===== src/rtl/fx3_slfifo_tx.sv =====
// fx3_slfifo_tx: AXI-style stream to FX3 slave-FIFO write cycles.
// Registered outputs give one cycle of latency. Bursts are capped at
// BURST_MAX words, with a FULL_LAT-cycle gap after each capped burst.
// A flush request sends a zero-length packet (ZLP) once the stream is idle.
// Free-running counters report words written and packet-end strobes.
module fx3_slfifo_tx #(
  parameter int unsigned DW        = 16,
  parameter int unsigned BURST_MAX = 256,
  parameter int unsigned FULL_LAT  = 3,
  parameter int unsigned CNT_W     = 32
) (
  input  logic             clk,
  input  logic             rst,
  input  logic [DW-1:0]    stream_s_data_i,
  input  logic             stream_s_valid_i,
  input  logic             stream_s_last_i,
  output logic             stream_s_ready_o,
  input  logic             flush_i,
  output logic             fx3_wr_o,
  output logic [DW-1:0]    fx3_data_o,
  output logic             fx3_pktend_o,
  input  logic             fx3_full_i,
  output logic [CNT_W-1:0] tx_words_o,
  output logic [CNT_W-1:0] tx_pkts_o
);

  localparam logic [16:0] BURST_LIM = 17'(BURST_MAX);
  localparam logic [3:0]  GAP_LAST  = 4'(FULL_LAT - 1);

  typedef enum logic [1:0] {
    ST_IDLE,
    ST_RUN,
    ST_GAP,
    ST_ZLP
  } state_t;

  state_t           state_q, state_d;
  logic             full_q, full_d;
  logic [15:0]      burst_q, burst_d;
  logic [3:0]       gap_q, gap_d;
  logic             flush_q, flush_d;
  logic             wr_q, wr_d;
  logic             pktend_q, pktend_d;
  logic [DW-1:0]    data_q, data_d;
  logic [CNT_W-1:0] words_q, words_d;
  logic [CNT_W-1:0] pkts_q, pkts_d;

  logic             ready;
  logic             xfer;
  logic [16:0]      burst_inc;

  // Ready comes only from registered state, so there is no input-to-ready path.
  assign ready = (state_q == ST_RUN) && !full_q;
  assign xfer  = stream_s_valid_i && ready;

  // Next-state, burst/gap counting, flush tracking and output staging.
  always_comb begin
    state_d   = state_q;
    full_d    = fx3_full_i;
    burst_d   = burst_q;
    gap_d     = gap_q;
    flush_d   = flush_q || flush_i;
    wr_d      = 1'b0;
    pktend_d  = 1'b0;
    data_d    = data_q;
    burst_inc = {1'b0, burst_q} + 17'd1;

    unique case (state_q)
      ST_IDLE: begin
        state_d = ST_RUN;
      end
      ST_RUN: begin
        if (xfer) begin
          wr_d     = 1'b1;
          data_d   = stream_s_data_i;
          pktend_d = stream_s_last_i;
          // Reaching the burst cap wins over last for the next state; both
          // clear the counter, so a packet ending exactly at the cap still gaps.
          if (burst_inc == BURST_LIM) begin
            burst_d = '0;
            gap_d   = '0;
            state_d = ST_GAP;
          end else if (stream_s_last_i) begin
            burst_d = '0;
          end else begin
            burst_d = burst_inc[15:0];
          end
        end else if (flush_q && !full_q) begin
          // ZLP strobe is staged here so it lands in the ZLP state cycle;
          // any flush_i seen this cycle merges into the one being issued.
          pktend_d = 1'b1;
          flush_d  = 1'b0;
          state_d  = ST_ZLP;
        end
      end
      ST_GAP: begin
        if (gap_q == GAP_LAST) begin
          state_d = ST_RUN;
        end else begin
          gap_d = gap_q + 4'd1;
        end
      end
      ST_ZLP: begin
        state_d = ST_RUN;
      end
      default: begin
        state_d = ST_IDLE;
      end
    endcase
  end

  // Status counters advance for each cycle the corresponding strobe is out.
  always_comb begin
    words_d = words_q;
    pkts_d  = pkts_q;
    if (wr_q) begin
      words_d = words_q + CNT_W'(1);
    end
    if (pktend_q) begin
      pkts_d = pkts_q + CNT_W'(1);
    end
  end

  // State and output registers; full_q resets high to block writes until sampled.
  always_ff @(posedge clk or posedge rst) begin
    if (rst) begin
      state_q  <= ST_IDLE;
      full_q   <= 1'b1;
      burst_q  <= '0;
      gap_q    <= '0;
      flush_q  <= 1'b0;
      wr_q     <= 1'b0;
      pktend_q <= 1'b0;
      data_q   <= '0;
      words_q  <= '0;
      pkts_q   <= '0;
    end else begin
      state_q  <= state_d;
      full_q   <= full_d;
      burst_q  <= burst_d;
      gap_q    <= gap_d;
      flush_q  <= flush_d;
      wr_q     <= wr_d;
      pktend_q <= pktend_d;
      data_q   <= data_d;
      words_q  <= words_d;
      pkts_q   <= pkts_d;
    end
  end

  assign stream_s_ready_o = ready;
  assign fx3_wr_o         = wr_q;
  assign fx3_data_o       = data_q;
  assign fx3_pktend_o     = pktend_q;
  assign tx_words_o       = words_q;
  assign tx_pkts_o        = pkts_q;

  // Upstream must hold data and last steady while a word waits for ready.
  a_stream_stable: assert property (
    @(posedge clk) disable iff (rst)
    (stream_s_valid_i && !stream_s_ready_o) |=>
      (!stream_s_valid_i || ($stable(stream_s_data_i) && $stable(stream_s_last_i)))
  );

endmodule


===== config.mk =====
export PLATFORM = sky130hd
export DESIGN_NAME = fx3_slfifo_tx
export DESIGN_NICKNAME = d
export VERILOG_FILES = /design/src/rtl/fx3_slfifo_tx.sv
export SDC_FILE = /design/constraint.sdc
export NUM_CORES = 1
export LEC_CHECK = 0
export ABC_AREA = 1
export BUFFER_PORTS_ARGS = -buffer_cell sky130_fd_sc_hd__buf_2
export CAP_MARGIN = 40
export CORE_UTILIZATION = 56
export CTS_CLUSTER_DIAMETER = 60
export DETAILED_ROUTE_END_ITERATION = 10
export HOLD_SLACK_MARGIN = 0.02
export PLACE_DENSITY = 0.77
export SYNTH_ARGS = -nofsm -noshare
export SYNTH_HDL_FRONTEND = slang
export SYNTH_SLANG_ARGS = --single-unit

===== constraint.sdc =====
create_clock -name clk -period 3.5 [get_ports clk]
set_input_delay 0 -clock clk [delete_from_list [all_inputs] [get_ports clk]]
set_output_delay 0 -clock clk [all_outputs]
set_load 0.01 [all_outputs]

[Yosys cells after proc, flatten, opt, wreduce, memory -nomap -nowiden]
Index checks and enable logic that the tools add are counted.
Storage, ports and cells
  output and inout port bits: 83
  memories: 0
  latch bits: 0
  memory bits (writable): 0
  register bits: 106
  ROM bits: 0
  logic and storage cells: 55
Cells by class
  divide/modulo/power cells: 0
  shifts and indexed selects: 0
  order comparisons: 0
  bitwise gates (word level): 0
  multiply operators: 0
  reduce and logical (&&, ||, !) cells: 11
  add/subtract/negate cells: 4
  eq/ne operators: 11
  mux-type cells: 19
Operator list (count)
  $add 32x1->32 const B: 2
  $mux 16: 2
  $add 16x1->17 const B: 1
  $eq 17x9->1 const B: 1
  $mux 4: 3
  $mux 1: 8
  $mux 2: 4
  $pmux 4 s2: 1
  $ne 2x2->1 const B: 3
  $ne 3x2->1 const B: 2
  $pmux 2 s3: 1
  $add 4x1->4 const B: 1
  $eq 2x2->1 const B: 2
  $eq 4x2->1 const B: 1
  $reduce_and 4->1: 1
  $logic_and 1x1->1: 3
  $reduce_and 3->1: 1
  $eq 2x1->1 const B: 1
  $logic_not 2->1: 1
  $ne 2x1->1 const B: 1
  $reduce_and 2->1: 1
  $reduce_bool 2->1: 1
  $reduce_or 2->1: 1
  $logic_not 1->1: 1
  $logic_or 1x1->1: 1

[Longest topological paths before layout]
Gate-level depths: netlist (run 1).
  depth in word-level cells: 5
  depth in mapped cells: 14
  gate-level depth less buffers: 14

[Worst setup path before layout (run 1)]
OpenSTA, ideal clock, no wires.
  path kind: register to register
  start point: reg burst_q[0]
  end point: reg gap_q[3]
  setup slack: 1.828 ns
  library setup time: 0.120 ns
  cell stages (with the launch flop): 15
  required time: 3.380 ns
  path buffers: 0
  arrival: 1.551 ns
  cell sequence: dfrtp_1 ha_1 nand3_2 nor2_4 nand2_1 nand2_1 nand2_1 inv_2 nand2_1 nor2_2 nand3_2 nand2_4 nand2_4 nand2_1 nand2_1
Between the ends
  word-level cells in the longest chain between the ends: 4
Ends and longest elaborated chain
  from (decl): RTL line 39  | logic [15:0] burst_q, burst_d;
  from (signal assigned): RTL line 140  | burst_q <= burst_d;
  $add 16x1->17: RTL line 66  | burst_inc = {1'b0, burst_q} + 17'd1;
  $eq 17x9->1: RTL line 79  | if (burst_inc == BURST_LIM) begin
  $ne 2x1->1 (no source line)
  $reduce_and 4->1 (no source line)
  to (signal assigned): RTL line 141  | gap_q <= gap_d;
  to (decl): RTL line 40  | logic [3:0] gap_q, gap_d;
Every way passes these cells.
A chain may end at the register's enable or synchronous reset.

[Final worst setup path (run 1)]
  start point: reg burst_q[1]
  end point: reg gap_q[2]
The elaborated chain is that of the path after synthesis.

==> summary.txt, run 1 <==
Final HPWL DP - 8720 um
# IOs - 105
sequential share of the synthesized area - 0.488
Post-synth EDFFs - 0
Post-CTS Resized - 0
# fillers - 778
n_diodes - 0
maximum vdd drop - 0.365 mV
first-pass GRT wire length - 20200 um
CP max-delay cell - dfrtp_1
proportion of layout cells with a drive suffix above 1 - 0.239
most frequent cell after synthesis - nand2_1
Placement Setup Slack - 1.55 ns
Post-Syn Area - 5430 um2
DP Cell Count - 861
die span in x - 101 um
drt pass-1 iters - 4
number of global-route vias before repair - 4488
relative slew slack - 0.615
final non-filler cell total - 898
Req. time, crit path - 3.75 ns
top cells by count, synth - nand2_1, dfrtp_1, inv_1, xor2_1, nand3_1
row count - 35
Avg WL per Cell - 13.0 um
final worst slack - 1.53 ns
htree depth - 3
data arrival time of the critical path - 2.22 ns
final hold violation count - 0
setup bufs post-CTS - 0
Critical Path, Cell by Cell - ha_1 > nand3_2 > nor2_4 > nand2_1 > nand2_1 > nand2_1 > inv_2 > nand2_1 > nor2_2 > nand3_2 > nand2_4 > nand2_4 > nand2_1 > nand2_1
maximum clock path buffer count - 2
CP endpoint kind - flop
largest net degree at the start of global routing - 52
top cells by area, synth - dfrtp_1, nand2_1, xor2_1
Pwr Density - 473 nW/um2
post-route cell area - 6560 um2
leakage - 0.00341 uW
NumNets Final - 792
final setup fails - 0
setup slack, reg-to-reg - 1.53 ns
outcome - complete, no violations
worst min path class - input port to flop
FF-to-FF path depth - 14
clk sinks - 106
net count after synthesis - 659
Root Driver - clkbuf_8
Layout area overhead - 20.6%
grt total ovfl - 0
Yosys Warn Count - 0
routability congestion estimate - 0.862
Routed Antenna Nets - 0
RSZ-0062 raised after global routing - false
predominant post-synthesis flop cell - dfrtp_1
Crit path top cell by count - nand2_1
kind of critical path - flop to flop
CP Launch Type - flop
WL final - 11700 um
syn avg cell area - 8.61 um2
worst stage delay on the critical path - 0.42 ns
fin crit share - 0.562
Post-route DRC - 0
via count - 4518
cell taking the most area after synthesis - dfrtp_1
Starting DRT DRC Count - 193
maximum fanout along the worst path - 6
clock skew - 0.0141 ns
library cells used by synthesis - 34
# hold bufs at CTS - 21
DIE HEIGHT - 101 um
fin crit period - 1.97 ns
Port Buf Inserts - 104
Final Max Tran Viols - 0
Clk Latency, worst-skew pair - 0.37 ns
Core ar. - 9330 um2
clk slew on worst S/H paths - 0.10 ns
Via density - 5.03
Yosys reg bits - 106
fmax - 508 MHz
Starting Density - 0.583
MaxCap Viol Count - 0
top-area cell type share of the netlist area - 0.484
hold slack - 0.0789 ns
post-synthesis instance total - 631
die area - 10100 um2
setup_tns - 0 ns
CTS tree - yes
Worst-Margin Slew - 0.574 ns
initial antenna violation count - 0
Placed Area - 6160 um2
asr flop ratio synth - 1.00
TritonCTS Buffers - 9
hold path cells - 3
Total Routing Usage GR - 0.251
==> cell families (layout without fill, tap and decap cells) <==
family / Yosys count / in the layout / share of synthesized area
compound gates: 28 / 28 / 0.0272
xor+xnor: 60 / 60 / 0.0967
fa+ha+maj: 6 / 6 / 0.0138
buf+inv: 88 / 226 / 0.0617
flops: 106 / 106 / 0.488
simple gates: 343 / 343 / 0.312
==> final timing paths <==
check                                      start              to
worst min register to register    tx_words_o[31]  tx_words_o[31]
min in group asynchronous                    rst   tx_pkts_o[17]
worst max-delay path                  burst_q[1]        gap_q[2]
worst max register to register        burst_q[1]        gap_q[2]
worst min-delay path            stream_s_valid_i    fx3_pktend_o
max in group asynchronous                    rst          full_q
==> flip-flops by register name, indices dropped and copies added, names as in the netlist <==
name,count
full_q,1
flush_q,1
tx_words_o,32
fx3_pktend_o,1
burst_q,16
fx3_wr_o,1
tx_pkts_o,32
gap_q,4
state_q,2
fx3_data_o,16
==> cell usage in the layout (no fill, tap or decap), types with 3 or more instances in the layout <==
| cell type | n |
|---|---|
| nand2_1 | 176 |
| dfrtp_1 | 105 |
| buf_2 | 104 |
| inv_1 | 71 |
| xor2_1 | 44 |
| nand3_1 | 38 |
| nor2_1 | 37 |
| nand4_1 | 22 |
| dlygate4sd3_1 | 21 |
| o21ai_0 | 19 |
| xnor2_1 | 16 |
| nand2_2 | 14 |
| nor3_1 | 13 |
| nor2_4 | 12 |
| clkbuf_8 | 10 |
| nor2_2 | 9 |
| inv_2 | 8 |
| nand3_2 | 6 |
| ha_1 | 6 |
| a21oi_1 | 4 |
| nand3b_1 | 3 |
| nor3_2 | 3 |
==> stage by stage <==
| step | util | total power (uW) |
|---|---|---|
| floorplan | - | 2060 |
| detailed placement | 0.660 | 2380 |
| finish | 0.703 | 3100 |
| global route | 0.703 | 3300 |
| CTS | 0.703 | 3120 |
| global placement | 0.654 | 2330 |
==> worst max-delay path: cells and delay by family, from the launching register on <==
family | cells | cell delay, ns
and+or+nand+nor | 12 | 1.12
DFF | 1 | 0.42
buffers and inverters | 1 | 0.06
adders and majority gates | 1 | 0.27
==> layer usage <==
| layer | GRT usage | vias to the layer above | share of wire |
|---|---|---|---|
| li1 | - | 2258 | - |
| met1 | 0.325 | 2145 | 0.45 |
| met2 | 0.436 | 104 | 0.50 |
| met3 | 0.0319 | 11 | 0.034 |
| met5 | 0 | - | 0 |
| met4 | 0.0836 | 0 | 0.010 |
==> layout make-up <==
class | instances | area (um2) | share of cell area
timing repair buffer | 129 | 801 | 0.122
multi-input combinational | 437 | 2440 | 0.373
sequential | 106 | 2650 | 0.405
tap | 129 | 161 | 0.0246
clock inverter | 6 | 50.0 | 0.00764
clock buffer | 10 | 138 | 0.0210
inverter | 81 | 307 | 0.0468
==> power breakdown <==
group / internal [uW] / switching [uW] / total, uW
clock network: 288 / 436 / 724
logic: 306 / 468 / 775
registers: 1420 / 180 / 1600
total: 2010 / 1080 / 3100
No activity file was read; power rests on OpenSTA's default activity.
==> run 2, diff against run 1 <==
--- a/config.mk
+++ b/config.mk
@@ -8,11 +8,11 @@
 export ABC_AREA = 1
 export BUFFER_PORTS_ARGS = -buffer_cell sky130_fd_sc_hd__buf_2
 export CAP_MARGIN = 40
-export CORE_UTILIZATION = 56
+export CORE_UTILIZATION = 50
 export CTS_CLUSTER_DIAMETER = 60
 export DETAILED_ROUTE_END_ITERATION = 10
 export HOLD_SLACK_MARGIN = 0.02
-export PLACE_DENSITY = 0.77
+export PLACE_DENSITY = 0.72
 export SYNTH_ARGS = -nofsm -noshare
 export SYNTH_HDL_FRONTEND = slang
 export SYNTH_SLANG_ARGS = --single-unit
==> constraint.sdc (replaced) <==
create_clock -name clk -period 1.7 [get_ports clk]
set_input_delay 0 -clock clk [delete_from_list [all_inputs] [get_ports clk]]
set_output_delay 0 -clock clk [all_outputs]
set_load 0.01 [all_outputs]
==> run 2 against run 1 <==
Net effect:
- clock-buffer cell count decreased by 1
- the flow now finishes with violations (negative hold slack, negative setup slack)
- combinational power increased to 2.6 times the previous value
- largest power group unchanged
- register-to-register slack got worse by 1.6 ns
- critical path depth decreased by 1
==> summary.txt, run 2 (synthesis results as in run 1) <==
outcome - finished, violations left
failing checks - negative hold slack, negative setup slack
Avg WL per Cell - 13.5 um (+3.6%)
n_diodes - 0 (unchanged)
Placement Setup Slack - -0.133 ns (-1.68 ns)
maximum clock path buffer count - 2 (unchanged)
most frequent cells in the layout - nand2_1, buf_2, dfrtp_1
row count - 37 (+5.7%)
Critical R2R Launch - burst_q[2]
Port Buf Inserts - 104 (unchanged)
first-pass GRT wire length - 21100 um (+4.5%)
CTS tree - yes
Req. time, crit path - 1.97 ns (-1.78 ns)
WL final - 13100 um (+12%)
hold slack - -0.00918 ns (-0.0881 ns)
M1 wire length - 5680 um (+7.0%)
CP Buf/Inv Count - 1 (unchanged)
Clk Latency, worst-skew pair - 0.38 ns (about the same)
Final Max Tran Viols - 0 (unchanged)
die span in x - 106 um (+5.7%)
delay-heaviest family, CP - simple AND/OR/NAND/NOR gates
Worst-Margin Slew - 0.515 ns (-0.0588 ns)
# IOs - 105 (unchanged)
Critical Path, Cell by Cell - nand3_4 > inv_2 > nand2_1 > nand2_1 > nand2_1 > nor2_2 > nand2_1 > nor2_4 > nand3_4 > nand2_4 > nand2_4 > nand2_1 > nand2_1
TritonCTS Buffers - 9 (unchanged)
clock skew - 0.00821 ns (-0.00587 ns)
routability congestion estimate - 0.855 (-0.74%)
setup slack, reg-to-reg - -0.1 ns (-1.63 ns)
die area - 11300 um2 (+12%)
fmax - 556 MHz (+9.5%)
maximum fanout along the worst path - 5 (-1)
Met3 Wirelength - 429 um (+8.6%)
Routed Antenna Nets - 0 (unchanged)
Final Util - 0.701 (-0.00209)
proportion of layout cells with a drive suffix above 1 - 0.353 (+0.114)
Starting Density - 0.522 (-0.0609)
commonest non-fill, non-tap cell in the layout - nand2_1
worst stage delay on the critical path - 0.56 ns (+0.14 ns)
NumNets Final - 855 (+8.0%)
Pwr Density - 926 nW/um2 (+96%)
htree depth - 3 (unchanged)
Post-route DRC - 0 (unchanged)
Pwr Total - 6760 uW (+120%)
CP Launch Type - flop
FF-to-FF path depth - 13 (-1)
grt total ovfl - 0 (unchanged)
# fillers - 819 (+5.3%)
Hold EP - flush_q
data arrival time of the critical path - 2.07 ns (-0.15 ns)
fin crit period - 1.80 ns (-0.171 ns)
DR top layer - met4
fin crit share - 1.06 (+0.495)
final hold violation count - 1 (+1)
kind of critical path - flop to flop
initial antenna violation count - 0 (unchanged)
hold path start - stream_s_valid_i
final worst slack - -0.0970 ns (-1.63 ns)
Final HPWL DP - 8980 um (+3.1%)
R2R Path End - gap_q[0]
via count - 4844 (+7.2%)
maximum vdd drop - 0.594 mV (+63%)
CP max-delay cell - dfrtp_1
worst min path class - input port to flop
Layout area overhead - 34.3%
DIE HEIGHT - 106 um (+5.7%)
final setup fails - 8 (+8)
leakage - 0.00386 uW (+13%)
Via density - 5.00 (-0.54%)
MaxCap Viol Count - 0 (unchanged)
DR WL met2 - 6730 um (+15%)
largest net degree at the start of global routing - 60 (+15%)
Crit path top cell by count - nand2_1
setup_tns - -0.510 ns (-0.510 ns)
Core ar. - 10400 um2 (+12%)
CP endpoint kind - flop
RSZ-0062 raised after global routing - true
sequential cell area - 2660 um2 (+0.14%)
number of global-route vias before repair - 4591 (+2.3%)
drt pass-1 iters - 6 (+2)
area of the multi-input gates - 2710 um2 (+11%)
Root Driver - clkbuf_8
hold path cells - 3 (unchanged)
clk slew on worst S/H paths - 0.10 ns (about the same)
Starting DRT DRC Count - 261 (+35%)
Total Routing Usage GR - 0.234 (-0.0170)
relative slew slack - 0.656 (+0.0412)
clk sinks - 106 (unchanged)
[run 2: tightest hold or removal path, stage by stage]
cell and delay (ns):
buf_2 0.10, nand3b_1 0.12, o21a_1 0.12
[run 2: worst max path at each step]
stage               start        to  slack, ns  cells after the start
5_1_grt        burst_q[1]  gap_q[2]      -0.26                     14
4_1_cts        burst_q[1]  gap_q[0]      -0.07                     14
3_5_place_dp   burst_q[1]  gap_q[2]      -0.13                     14
6_report       burst_q[2]  gap_q[0]       -0.1                     13
2_1_floorplan  burst_q[0]  gap_q[3]       0.03                     14
3_3_place_gp   burst_q[1]  gap_q[3]      -0.03                     14
[run 2: power breakdown]
group | switching [uW] | leakage (uW) | internal [uW]
clock | 910 | 0.0000875 | 546
combinational | 1110 | 0.00235 | 898
sequential | 370 | 0.00142 | 2930
[run 2: layout make-up]
cell class	instances	share of cell area
clock buffers	9	0.0170
repair buffers	192	0.174
flip-flops and latches	106	0.364
multi-input cells	437	0.372
inverters	81	0.0427
clock inverters	7	0.00737
well taps	136	0.0233
[run 2: what timing repair did]
| item | 4_1_cts | 5_1_grt |
|---|---|---|
| endpoints found under the hold margin | 67 | 0 |
| pin swaps | 14 | 30 |
| resized for setup | 13 | 54 |
| buffers inserted | 9 | 24 |
| hold buffers | 21 | 0 |
| endpoints found under the setup margin | 17 | 43 |
[run 2: metal layers]
| metal | up-vias | global-route usage |
|---|---|---|
| li1 | 2389 | - |
| met1 | 2332 | 0.309 |
| met2 | 106 | 0.391 |
| met3 | 17 | 0.0313 |
| met4 | 0 | 0.0893 |
| met5 | - | 0 |
[run 2: per-stage QoR]
stage | cells | cell area [um2]
floorplan | 631 | 5440
global placement | 899 | 6400
detailed placement | 899 | 6400
CTS | 945 | 6920
global route | 968 | 7300
finish | 968 | 7300
